File: src/rtl/wb_arb_pkg.sv
// Shared types and constants for the two-master round-robin Wishbone arbiter.
package wb_arb_pkg;

  typedef enum logic [1:0] {
    IDLE  = 2'd0,
    GNT0  = 2'd1,
    GNT1  = 2'd2,
    ABORT = 2'd3
  } arb_state_e;

  localparam int DEFAULT_TIMEOUT = 255;

  localparam logic [1:0] GRANT_NONE = 2'b00;
  localparam logic [1:0] GRANT_M0   = 2'b01;
  localparam logic [1:0] GRANT_M1   = 2'b10;

endpackage

File: src/rtl/wb_watchdog.sv
// Stall counter for the granted access; flags an abort when the slave never answers.
module wb_watchdog #(
  parameter int TIMEOUT = 255,
  parameter int CNT_W   = 8
) (
  input  logic clk_i,
  input  logic rst_i,
  input  logic clr_i,
  input  logic en_i,
  input  logic ack_i,
  output logic expire_o
);

  logic [CNT_W-1:0] count_q;
  logic [CNT_W-1:0] count_d;

  always_comb begin
    count_d = count_q;
    if (clr_i)
      count_d = '0;
    else if (en_i)
      count_d = count_q + CNT_W'(1);
  end

  always_ff @(posedge clk_i) begin
    if (rst_i)
      count_q <= '0;
    else
      count_q <= count_d;
  end

  // A response arriving on the threshold cycle still wins over the abort.
  assign expire_o = (count_q == CNT_W'(TIMEOUT - 1)) & en_i & ~ack_i;

endmodule

File: src/rtl/wb_rr_arbiter2.sv
// Two-master round-robin Wishbone arbiter with cyc-atomic grants and a watchdog abort.
module wb_rr_arbiter2
  import wb_arb_pkg::*;
#(
  parameter int TIMEOUT = DEFAULT_TIMEOUT,
  parameter int CNT_W   = 8
) (
  input  logic        clk_i,
  input  logic        rst_i,
  input  logic [31:0] m0_adr_i,
  input  logic [31:0] m0_dat_i,
  input  logic [3:0]  m0_sel_i,
  input  logic        m0_we_i,
  input  logic        m0_cyc_i,
  input  logic        m0_stb_i,
  output logic [31:0] m0_dat_o,
  output logic        m0_ack_o,
  output logic        m0_err_o,
  input  logic [31:0] m1_adr_i,
  input  logic [31:0] m1_dat_i,
  input  logic [3:0]  m1_sel_i,
  input  logic        m1_we_i,
  input  logic        m1_cyc_i,
  input  logic        m1_stb_i,
  output logic [31:0] m1_dat_o,
  output logic        m1_ack_o,
  output logic        m1_err_o,
  output logic [31:0] s_adr_o,
  output logic [31:0] s_dat_o,
  output logic [3:0]  s_sel_o,
  output logic        s_we_o,
  output logic        s_cyc_o,
  output logic        s_stb_o,
  input  logic [31:0] s_dat_i,
  input  logic        s_ack_i,
  input  logic        s_err_i,
  output logic [1:0]  grant_o,
  output logic        timeout_o
);

  arb_state_e  state_q;
  logic        last_q;
  logic [1:0]  grant_q;
  logic        timeout_q;
  logic        ownerCyc;
  logic        ownerStb;
  logic        wdExpire;

  assign ownerCyc = (state_q == GNT0) ? m0_cyc_i :
                    (state_q == GNT1) ? m1_cyc_i : 1'b0;
  assign ownerStb = (state_q == GNT0) ? m0_stb_i :
                    (state_q == GNT1) ? m1_stb_i : 1'b0;

  wb_watchdog #(
    .TIMEOUT (TIMEOUT),
    .CNT_W   (CNT_W)
  ) u_watchdog (
    .clk_i    (clk_i),
    .rst_i    (rst_i),
    .clr_i    (~ownerStb | s_ack_i | s_err_i | wdExpire),
    .en_i     (ownerStb),
    .ack_i    (s_ack_i | s_err_i),
    .expire_o (wdExpire)
  );

  // last_q doubles as the owner index while granted or aborting.
  always_ff @(posedge clk_i) begin
    if (rst_i) begin
      state_q   <= IDLE;
      last_q    <= 1'b1;
      grant_q   <= GRANT_NONE;
      timeout_q <= 1'b0;
    end else begin
      timeout_q <= 1'b0;
      case (state_q)
        IDLE: begin
          if (m0_cyc_i && (!m1_cyc_i || last_q)) begin
            state_q <= GNT0;
            last_q  <= 1'b0;
            grant_q <= GRANT_M0;
          end else if (m1_cyc_i) begin
            state_q <= GNT1;
            last_q  <= 1'b1;
            grant_q <= GRANT_M1;
          end
        end
        GNT0, GNT1: begin
          if (wdExpire) begin
            state_q   <= ABORT;
            timeout_q <= 1'b1;
          end else if (!ownerCyc) begin
            state_q <= IDLE;
            grant_q <= GRANT_NONE;
          end
        end
        ABORT: begin
          state_q <= IDLE;
          grant_q <= GRANT_NONE;
        end
        default: begin
          state_q <= IDLE;
          grant_q <= GRANT_NONE;
        end
      endcase
    end
  end

  assign grant_o   = grant_q;
  assign timeout_o = timeout_q;
  assign m0_dat_o  = s_dat_i;
  assign m1_dat_o  = s_dat_i;

  always_comb begin
    s_adr_o  = '0;
    s_dat_o  = '0;
    s_sel_o  = '0;
    s_we_o   = 1'b0;
    s_cyc_o  = 1'b0;
    s_stb_o  = 1'b0;
    m0_ack_o = 1'b0;
    m0_err_o = 1'b0;
    m1_ack_o = 1'b0;
    m1_err_o = 1'b0;
    case (state_q)
      GNT0: begin
        s_adr_o  = m0_adr_i;
        s_dat_o  = m0_dat_i;
        s_sel_o  = m0_sel_i;
        s_we_o   = m0_we_i;
        s_cyc_o  = m0_cyc_i;
        s_stb_o  = m0_stb_i;
        m0_ack_o = s_ack_i & m0_stb_i;
        m0_err_o = s_err_i & m0_stb_i;
      end
      GNT1: begin
        s_adr_o  = m1_adr_i;
        s_dat_o  = m1_dat_i;
        s_sel_o  = m1_sel_i;
        s_we_o   = m1_we_i;
        s_cyc_o  = m1_cyc_i;
        s_stb_o  = m1_stb_i;
        m1_ack_o = s_ack_i & m1_stb_i;
        m1_err_o = s_err_i & m1_stb_i;
      end
      ABORT: begin
        if (last_q)
          m1_err_o = 1'b1;
        else
          m0_err_o = 1'b1;
      end
      default: ;
    endcase
  end

endmodule

File: config.mk
export PLATFORM = sky130hd
export DESIGN_NAME = wb_rr_arbiter2
export DESIGN_NICKNAME = d
export VERILOG_FILES = /design/src/rtl/wb_arb_pkg.sv /design/src/rtl/wb_watchdog.sv /design/src/rtl/wb_rr_arbiter2.sv
export SDC_FILE = /design/constraint.sdc
export NUM_CORES = 1
export LEC_CHECK = 0
export CORE_AREA = 2 2 126 128
export DETAILED_ROUTE_END_ITERATION = 8
export DIE_AREA = 0 0 128 130
export MAX_ROUTING_LAYER = met4
export PLACE_DENSITY = 0.58
export SLEW_MARGIN = 20
export SYNTH_ARGS = -nofsm -noshare
export SYNTH_HDL_FRONTEND = slang
export SYNTH_SLANG_ARGS = --single-unit
File: constraint.sdc
create_clock -name clk_i -period 4.55 [get_ports clk_i]
set_clock_uncertainty 0.2 [all_clocks]
set_input_delay 0.6825 -clock clk_i [delete_from_list [all_inputs] [get_ports clk_i]]
set_output_delay 0.6825 -clock clk_i [all_outputs]
set_load 0.01 [all_outputs]
==> results of run 1 <==
## state kept, by name, summed over array words and instances, names as in the netlist
name	flops
u_watchdog.count_q	8
grant_o	2
timeout_o	1
last_q	1
state_q	2
## power by group through the flow
stage / combinational [mW] / sequential [mW] / clock [mW]
finish: 0.801 / 0.140 / 0.192
global route: 0.865 / 0.141 / 0.203
CTS: 0.815 / 0.139 / 0.194
floorplan: 0.468 / 0.140 / 0
global placement: 0.805 / 0.141 / 0
detailed placement: 0.812 / 0.141 / 0
## path summary, 6_finish.rpt
check,startpoint,end,slack (ps),cells past startpoint
setup / recovery,state_q[0],s_adr_o[8],1030,5
hold / removal,grant_o[1],grant_o[1],290,2
setup reg to reg,state_q[1],grant_o[0],1830,7
hold reg to reg,grant_o[1],grant_o[1],290,2
## layout make-up
type | instances | area (sq um) | share of cell area, %
Tap cell | 192 | 240 | 5.36
Multi-Input combinational cell | 214 | 1580 | 35.1
Timing Repair Buffer | 226 | 2280 | 50.9
Clock buffer | 4 | 88.8 | 1.98
Inverter | 5 | 18.8 | 0.419
Sequential cell | 14 | 280 | 6.25
## worst max-delay path: cells and delay by family (launching register included)
kind                       cells  cell delay, ps
adders and majority gates      1             630
buffers and inverters          3            1130
DFF                            1             370
and+or+nand+nor                1             230
## synthesized netlist by cell type, types with 2 or more instances
library cell and count:
a211oi_1 2, ha_1 7, xnor2_1 3, buf_2 7, o2111ai_1 2, and2_2 2, nand2_1 6, nor2b_1 71
and3_1 2, a21oi_1 3, buf_4 66, nand3_1 3, nand3b_1 3, o211a_1 2, a22oi_1 70, dfxtp_1 14
nor2_1 8, clkbuf_1 15, o21ai_0 2, a311oi_1 2, nand4b_1 2, inv_1 5, xor2_1 3
## metrics by stage
stage / instance area, sq um / power (mW) / hold slack, ps
floorplan: 2460 / 0.608 / 286
global placement: 4390 / 0.946 / 272
detailed placement: 4390 / 0.953 / 283
CTS: 4480 / 1.15 / 293
global route: 4480 / 1.21 / 312
finish: 4480 / 1.13 / 292
## routing by layer
layer,vias up,GRT usage (%)
li1,1370,-
met1,1333,14.7
met3,17,2.34
met5,-,-
met2,125,19.4
met4,0,2.65
## cells by family after synthesis
family                   after synthesis  share of synthesized area (%)
flip-flops                            14                           11.4
XOR/XNOR                               6                           2.13
AO/OA/AOI/OAI                         92                           29.2
adder cells (fa/ha/maj)                7                           3.55
multiplexers                           2                           1.02
AND/OR/NAND/NOR                      107                           27.7
buffers and inverters                 94                           25.0
==> summary.txt, run 1 <==
Global route
  • Initial antenna violation count: 0
  • Largest net degree at the start of global routing: 48
  • All-Layer GR Usage: 11.7%
  • Gr ovfl total: 0
  • First-pass GRT wire length: between 15 and 20 mm
  • Vias in the first global route: 2695

Power
  • Switching Fraction: 37.6%
  • PwrDens: 253 nW/um^2
  • Max IR drop VDD: 0.141 mV
  • Reg power frac: 12.3%
  • Clock power share: between 10% and 20%
  • Switching power: 0.425 mW
  • Power Internal: 0.707 mW
  • P_leak: 1.44 nW
  • Comb pwr share: 70.7%

Yosys
  • Sequential element share of the synthesized area: 11.4%
  • Post-synth EDFFs: 0
  • Post-synthesis cell type count: 45
  • Netlist Area Pre-Place: 2460 sq um
  • Main flop type after synthesis: dfxtp_1
  • Post-synth top area share: 21.3%
  • Synth area leaders: a22oi_1, buf_4, nor2b_1
  • Syn nets: 507
  • Yosys reg bits: 14
  • Share of synthesized flip-flops with an asynchronous set or reset: 0%
  • Yosys warnings: 0
  • Syn avg cell area: 7.65 sq um
  • Post-synth top area cell: a22oi_1
  • Synth Instances: approximately 320

Cells and area
  • Diodes inserted: 0
  • Commonest cells after routing, fill and taps aside: clkdlybuf4s50_1, nor2b_1, a22oi_1
  • P&R area growth vs syn: 82.0%
  • Nets: 649
  • Fillers: 1609
  • End-of-flow core utilization: 29.1%
  • Post-route non-filler standard cell count: 655
  • Commonest non-fill, non-tap cell in the layout: clkdlybuf4s50_1
  • Fraction of layout cells with a size suffix above 1: 4.75%

Placed design
  • Dpl hpwl: 8.72 mm
  • Dpl ws: 1280 ps
  • Final Wtd Congestion: ~0.76
  • Dpl cells: between 600 and 700
  • IO buf count: 223

Worst setup path
  • Crit start category: flip-flop
  • CP cell instances: inv_1, ha_2, buf_4, nor2b_1, clkdlybuf4s50_1
  • Critical path class: flip-flop to primary output
  • Crit path required time: 3670 ps
  • Crit-path slowest cell: ha_2
  • Largest stage delay, worst path: 630 ps
  • CP arrival: 2630 ps
  • CP max FO: 47
  • Critical Path End Type: primary output

STA
  • Setup-failing EPs final: 0
  • Worst-Margin Slew: between 700 and 800 ps
  • Worst slew margin: around half
  • Setup Total Neg Slack: 0 ps
  • Fmax: 284 MHz
  • Slew Limit Fails: 0
  • Final period utilization: 77.3%
  • Final hold violations: 0
  • Final min period: 3520 ps
  • Worst setup margin: 1030 ps
  • Unrepaired setup endpoints after global routing: false

Drt
  • Routed len/inst: 16.6 microns
  • Pre-antenna DRT Iters: 4
  • 1st-iter DRT viols: 159
  • DRC: 0
  • Top Layer Used: met4
  • Vias per inst: 4.34
  • Met1 wire length: 4.68 mm
  • DR vias: roughly 2800
  • ANT nets after route: 0
  • Met2 routed wirelength: 5.36 mm
  • Met3 routed WL: approximately 670 microns
  • Total wire length: 10.9 mm

Clock tree
  • Num Clock Sinks: 14
  • Postcts setup bufs: 0
  • Worst-skew pair later-pin latency: 250 ps
  • Clk slew on worst S/H paths: roughly 50 ps
  • Number of gates resized after cts: 0
  • Root buf cell: clkbuf_16
  • Total CTS buffers: 3
  • H-tree depth: 1
  • CTS Buffer Depth: 2
  • CTS tree: built
  • Cts hold-fix bufs: 0

Floorplan
  • Core ar.: 15400 sq um
  • Starting density of the core: 16.0%
  • Rows: 46
  • Chip width: 128 microns
  • Die H: 130 microns
  • Ports: 320
  • Die area: approximately 17000 sq um

Job
  • Max-Cap Viols: 0

Worst hold path
  • Hold WC Path Type: flip-flop to flip-flop

Run status
  • Outcome: finished, final reports clean
(Power assumes the default switching activity.)
==> inputs of run 2 (changes only) <==
Settings changed: CORE_AREA 2 2 126 128 to 2 2 124 126, DIE_AREA 0 0 128 130 to 0 0 126 128, PLACE_DENSITY 0.58 to 0.61.
Clock period 4.55 ns to 3.2 ns, I/O delays scaled along.
==> run 2 against run 1 <==
- critical path depth rose by 1
- first-iteration DRC count rose by 0.63%
- hold slack improved by 7.9 ps
- final area rose by 0.89%
- non-clock buffer count rose by 6
- sequential power rose by 41%
- die area fell by 3.1%
- routed wire length rose by 12%
- clock-buffer cell count did not move
- via count rose by 1.4%
- largest cell class unchanged
==> summary.txt, run 2 (synthesis gave the netlist of run 1 again) <==
Drt
  • 1st-iter DRT viols: 160
  • Total wire length: 12.1 mm
  • DR vias: 2885
  • DRC: 0
  • Pre-antenna DRT Iters: 6
  • Vias per inst: 4.39
  • Routed len/inst: 18.5 microns
  • ANT nets after route: 0

Cells and area
  • Fraction of layout cells with a size suffix above 1: 5.97%
  • Largest register by flop count: u_watchdog.count_q
  • Max reg flops: 8
  • Nets: 655
  • Diodes inserted: 0
  • Post-route non-filler standard cell count: 657
  • Commonest cells after routing, fill and taps aside: clkdlybuf4s50_1, nor2b_1, a22oi_1
  • Commonest non-fill, non-tap cell in the layout: clkdlybuf4s50_1
  • P&R area growth vs syn: 83.6%

Clock tree
  • Root buf cell: clkbuf_16
  • CTS tree: built
  • Total CTS buffers: 3
  • Num Clock Sinks: 14
  • H-tree depth: 1
  • CTS Buffer Depth: 2
  • Clk slew on worst S/H paths: roughly 50 ps
  • Worst-skew pair later-pin latency: roughly 250 ps
  • Postcts setup bufs: 0
  • Number of gates resized after cts: 0
  • Cts hold-fix bufs: 0

STA
  • Setup Total Neg Slack: 0 ps
  • Worst slew margin: 63.2%
  • Final hold violations: 0
  • Setup-failing EPs final: 0
  • Fmax: 338 MHz
  • Final min period: 2960 ps
  • Worst-Margin Slew: 551 ps
  • Slew Limit Fails: 0
  • Final period utilization: 92.4%
  • Unrepaired setup endpoints after global routing: false

Run status
  • Outcome: finished, final reports clean

Floorplan
  • Starting density of the core: 16.6%
  • Chip width: between 100 and 150 microns
  • Die H: roughly 130 microns
  • Core ar.: 14900 sq um
  • Ports: 320
  • Die area: 16100 sq um
  • Rows: 45

Placed design
  • Dpl cells: 653
  • Dpl hpwl: 9.78 mm
  • IO buf count: approximately 220
  • Final Wtd Congestion: 0.817

Power
  • Max IR drop VDD: 0.147 mV
  • Power Internal: 1.02 mW
  • Comb pwr share: a little under three quarters
  • PwrDens: 364 nW/um^2
  • P_leak: 1.47 nW
  • Switching Fraction: ~38%
  • Power Total: 1.65 mW
  • Switching power: roughly 0.62 mW
  • Clock power share: 16.2%
  • Reg power frac: 12.0%

Job
  • Max-Cap Viols: 0

Worst setup path
  • CP arrival: 2280 ps
  • Crit path required time: 2520 ps
  • R2R cell count: 7
  • Critical Path End Type: primary output
  • CP max FO: slightly above 40
  • Critical path class: flip-flop to primary output
  • Crit start category: flip-flop

Global route
  • Vias in the first global route: 2973
  • All-Layer GR Usage: 13.9%
  • First-pass GRT wire length: between 15 and 20 mm
  • Initial antenna violation count: 0
  • Largest net degree at the start of global routing: 51
  • Gr ovfl total: 0

Worst hold path
  • Hold WC Path Type: flip-flop to flip-flop
  • Cell count of the worst hold path: 2
==> run 2: critical path, stage by stage, from the launching register on <==
cell and delay, ps:
dfxtp_1 320, inv_1 130, ha_2 430, buf_12 250, a22oi_1 160, nor2b_1 140, clkdlybuf4s50_1 550
==> run 2: path summary, 6_finish.rpt <==
| check | startpoint | to | slack, ps |
|---|---|---|---|
| max | state_q[1] | s_adr_o[8] | 240 |
| min | grant_o[1] | grant_o[1] | 300 |
| max reg2reg | state_q[1] | grant_o[0] | 830 |
| min reg2reg | grant_o[1] | grant_o[1] | 300 |
==> run 2: layer usage <==
metal  GRT usage [%]  vias up  wire, microns
met2            21.6      180           5590
met4            1.68        0             56
li1                -     1383              -
met1            18.2     1312           5360
met5               -        -              0
met3            4.76       10           1130
==> run 2: through the flow <==
step	utilization (%)	cell area [sq um]	hold WS, ps	setup WS (ps)
2_1_floorplan	-	2460	286	1110
3_3_place_gp	29.8	4430	283	487
3_5_place_dp	29.8	4430	288	480
4_1_cts	30.4	4520	298	191
5_1_grt	30.4	4520	316	50.8
6_report	30.4	4520	300	243
==> run 2: power by group through the flow <==
stage | clock network [mW] | registers (mW) | logic (mW)
final | 0.266 | 0.197 | 1.18
after global routing | 0.283 | 0.198 | 1.28
after CTS | 0.271 | 0.197 | 1.20
after detailed placement | 0 | 0.200 | 1.19
after global placement | 0 | 0.201 | 1.18
after floorplan | 0 | 0.200 | 0.666
==> run 2: layout make-up <==
cell class                      instances  area [sq um]
Timing Repair Buffer                  232          2320
Sequential cell                        14           280
Inverter                                5          18.8
Fill cell                            1566         10300
Tap cell                              188           235
Multi-Input combinational cell        214          1580
Clock buffer                            4          88.8
==> inputs of run 3 (changes only) <==
Settings changed: CELL_PAD_IN_SITES_DETAIL_PLACEMENT from default to 1, CELL_PAD_IN_SITES_GLOBAL_PLACEMENT from default to 1, CORE_AREA 2 2 124 126 to default, CORE_MARGIN from default to 2, CORE_UTILIZATION from default to 14, DIE_AREA 0 0 126 128 to default, PLACE_DENSITY 0.61 to 0.8.
==> run 3 against run 2 <==
- clock-buffer cell count down 1
- combinational power is essentially flat
- non-clock buffer count fell by 2
- final cell count rose by 5.2%
- first-iteration DRC count is 31% lower
- die area is 16% higher
- total power is 2.8% lower
- register-to-register slack barely moved
- sequential share of layout area hardly changed
- largest cell class unchanged
- maximum frequency increased by 1.1%
- sequential cell count did not move
- final area increased by 0.66%
==> summary.txt, run 3 (synthesis gave the netlist of run 1 again) <==
Power
  • Switching Fraction: 37.3%
  • Power Internal: 1.00 mW
  • Clock power share: between 10% and 20%
  • Reg power frac: 12.3%
  • Max IR drop VDD: 0.150 mV
  • P_leak: 1.45 nW
  • Comb pwr share: 72.8%
  • Switching power: 0.597 mW
  • PwrDens: 351 nW/um^2

Clock tree
  • Number of gates resized after cts: 0
  • CTS Buffer Depth: 2
  • Worst-skew pair later-pin latency: 240 ps
  • H-tree depth: 1
  • Cts hold-fix bufs: 0
  • Clk slew on worst S/H paths: 50 ps
  • Root buf cell: clkbuf_16
  • Total CTS buffers: 3
  • Postcts setup bufs: 0
  • Num Clock Sinks: 14
  • CTS tree: built

STA
  • Worst setup margin: between 200 and 300 ps
  • Worst slew margin: 77.8%
  • Final hold violations: 0
  • Fmax: 342 MHz
  • Worst-Margin Slew: 331 ps
  • Slew Limit Fails: 0
  • Unrepaired setup endpoints after global routing: false
  • Setup-failing EPs final: 0
  • Final min period: 2930 ps
  • Final period utilization: 91.5%
  • Setup Total Neg Slack: 0 ps

Floorplan
  • Starting density of the core: 14.3%
  • Die area: 18700 sq um
  • Rows: 48
  • Die H: 137 microns
  • Core ar.: between 15000 and 20000 sq um
  • Ports: 320
  • Chip width: around 140 microns

Worst hold path
  • Min-Delay Startpoint: grant_o[1]
  • Hold WC Path Type: flip-flop to flip-flop
  • WHS Endpoint: grant_o[1]
  • Cell count of the worst hold path: 2

Drt
  • 1st-iter DRT viols: between 100 and 150
  • ANT nets after route: 0
  • Vias per inst: between 4 and 5
  • DRC: 0
  • Routed len/inst: roughly 16 microns
  • DR vias: just under 3000
  • Total wire length: 11.1 mm
  • Pre-antenna DRT Iters: 4

Cells and area
  • Largest register by flop count: u_watchdog.count_q
  • P&R area growth vs syn: 84.8%
  • Nets: 653
  • Fraction of layout cells with a size suffix above 1: approximately 5.4%
  • Diodes inserted: 0
  • Commonest non-fill, non-tap cell in the layout: clkdlybuf4s50_1
  • Commonest cells after routing, fill and taps aside: clkdlybuf4s50_1, nor2b_1, a22oi_1
  • Max reg flops: 8

Worst setup path
  • CP cell instances: inv_1, ha_2, buf_4, buf_4, a22oi_1, nor2b_1, clkdlybuf4s50_1
  • RR Startpoint: state_q[0]
  • Worst R2R End: grant_o[0]
  • Critical path class: flip-flop to primary output
  • Critical Path End Type: primary output
  • Reg2reg setup slack: 830 ps
  • CP arrival: 2250 ps
  • Crit path required time: 2520 ps
  • R2R cell count: 7
  • Crit path top cell by count: buf_4
  • Largest stage delay, worst path: 560 ps
  • Crit start category: flip-flop
  • Crit-path slowest cell: clkdlybuf4s50_1
  • CP max FO: 20

Job
  • Max-Cap Viols: 0

Run status
  • Outcome: finished, final reports clean

Global route
  • Initial antenna violation count: 0
  • Vias in the first global route: 2898
  • Gr ovfl total: 0
  • First-pass GRT wire length: ~16 mm
  • Largest net degree at the start of global routing: 49
  • All-Layer GR Usage: 10.8%

Placed design
  • IO buf count: between 200 and 250
  • Dpl hpwl: 8.86 mm
  • Dpl ws: 528 ps
  • Final Wtd Congestion: 0.736
run 3: through the flow:
step	hold slack, ps	instance area [sq um]	power (mW)	cells	utilization (%)
2_1_floorplan	286	2460	0.865	322	-
3_3_place_gp	269	4480	1.37	688	26.0
3_5_place_dp	277	4480	1.38	688	26.0
4_1_cts	287	4550	1.62	691	26.4
5_1_grt	300	4550	1.71	691	26.4
6_report	282	4550	1.60	691	26.4
run 3: layout make-up:
| cell class | count | area, sq um |
|---|---|---|
| Multi-Input combinational cell | 214 | 1580 |
| Sequential cell | 14 | 280 |
| Tap cell | 225 | 282 |
| Fill cell | 2080 | 12700 |
| Timing Repair Buffer | 230 | 2320 |
| Clock buffer | 3 | 75.1 |
| Inverter | 5 | 18.8 |
run 3: worst max-delay path: cells and delay by family, from the launching register on:
kind,cells,cell delay (ps)
AOI/OAI and AO/OA,1,80
and+or+nand+nor,1,160
adders and majority gates,1,230
DFF,1,320
buffers and inverters,4,1180
run 3: per-layer routing:
layer,up-vias,GRT usage [%],routed length [microns]
li1,1377,-,-
met1,1365,11.7,4140
met2,135,18.8,5540
met3,29,3.07,1150
met4,0,3.65,270
met5,-,-,0
run 3: power groups by stage:
stage	Clock, mW	Sequential (mW)	Combinational [mW]
floorplan	0	0.200	0.666
global placement	0	0.200	1.17
detailed placement	0	0.200	1.18
CTS	0.241	0.198	1.19
global route	0.247	0.199	1.26
finish	0.237	0.198	1.17
run 3: worst max-delay path by stage:
stage	slack [ps]	end	cells past startpoint	from
after CTS	250	s_dat_o[23]	7	state_q[1]
after global routing	160	s_dat_o[23]	7	state_q[1]
after detailed placement	530	s_dat_o[23]	7	state_q[1]
final	270	s_dat_o[23]	7	state_q[1]
after floorplan	1110	s_stb_o	6	state_q[0]
after global placement	610	s_cyc_o	4	m1_cyc_i
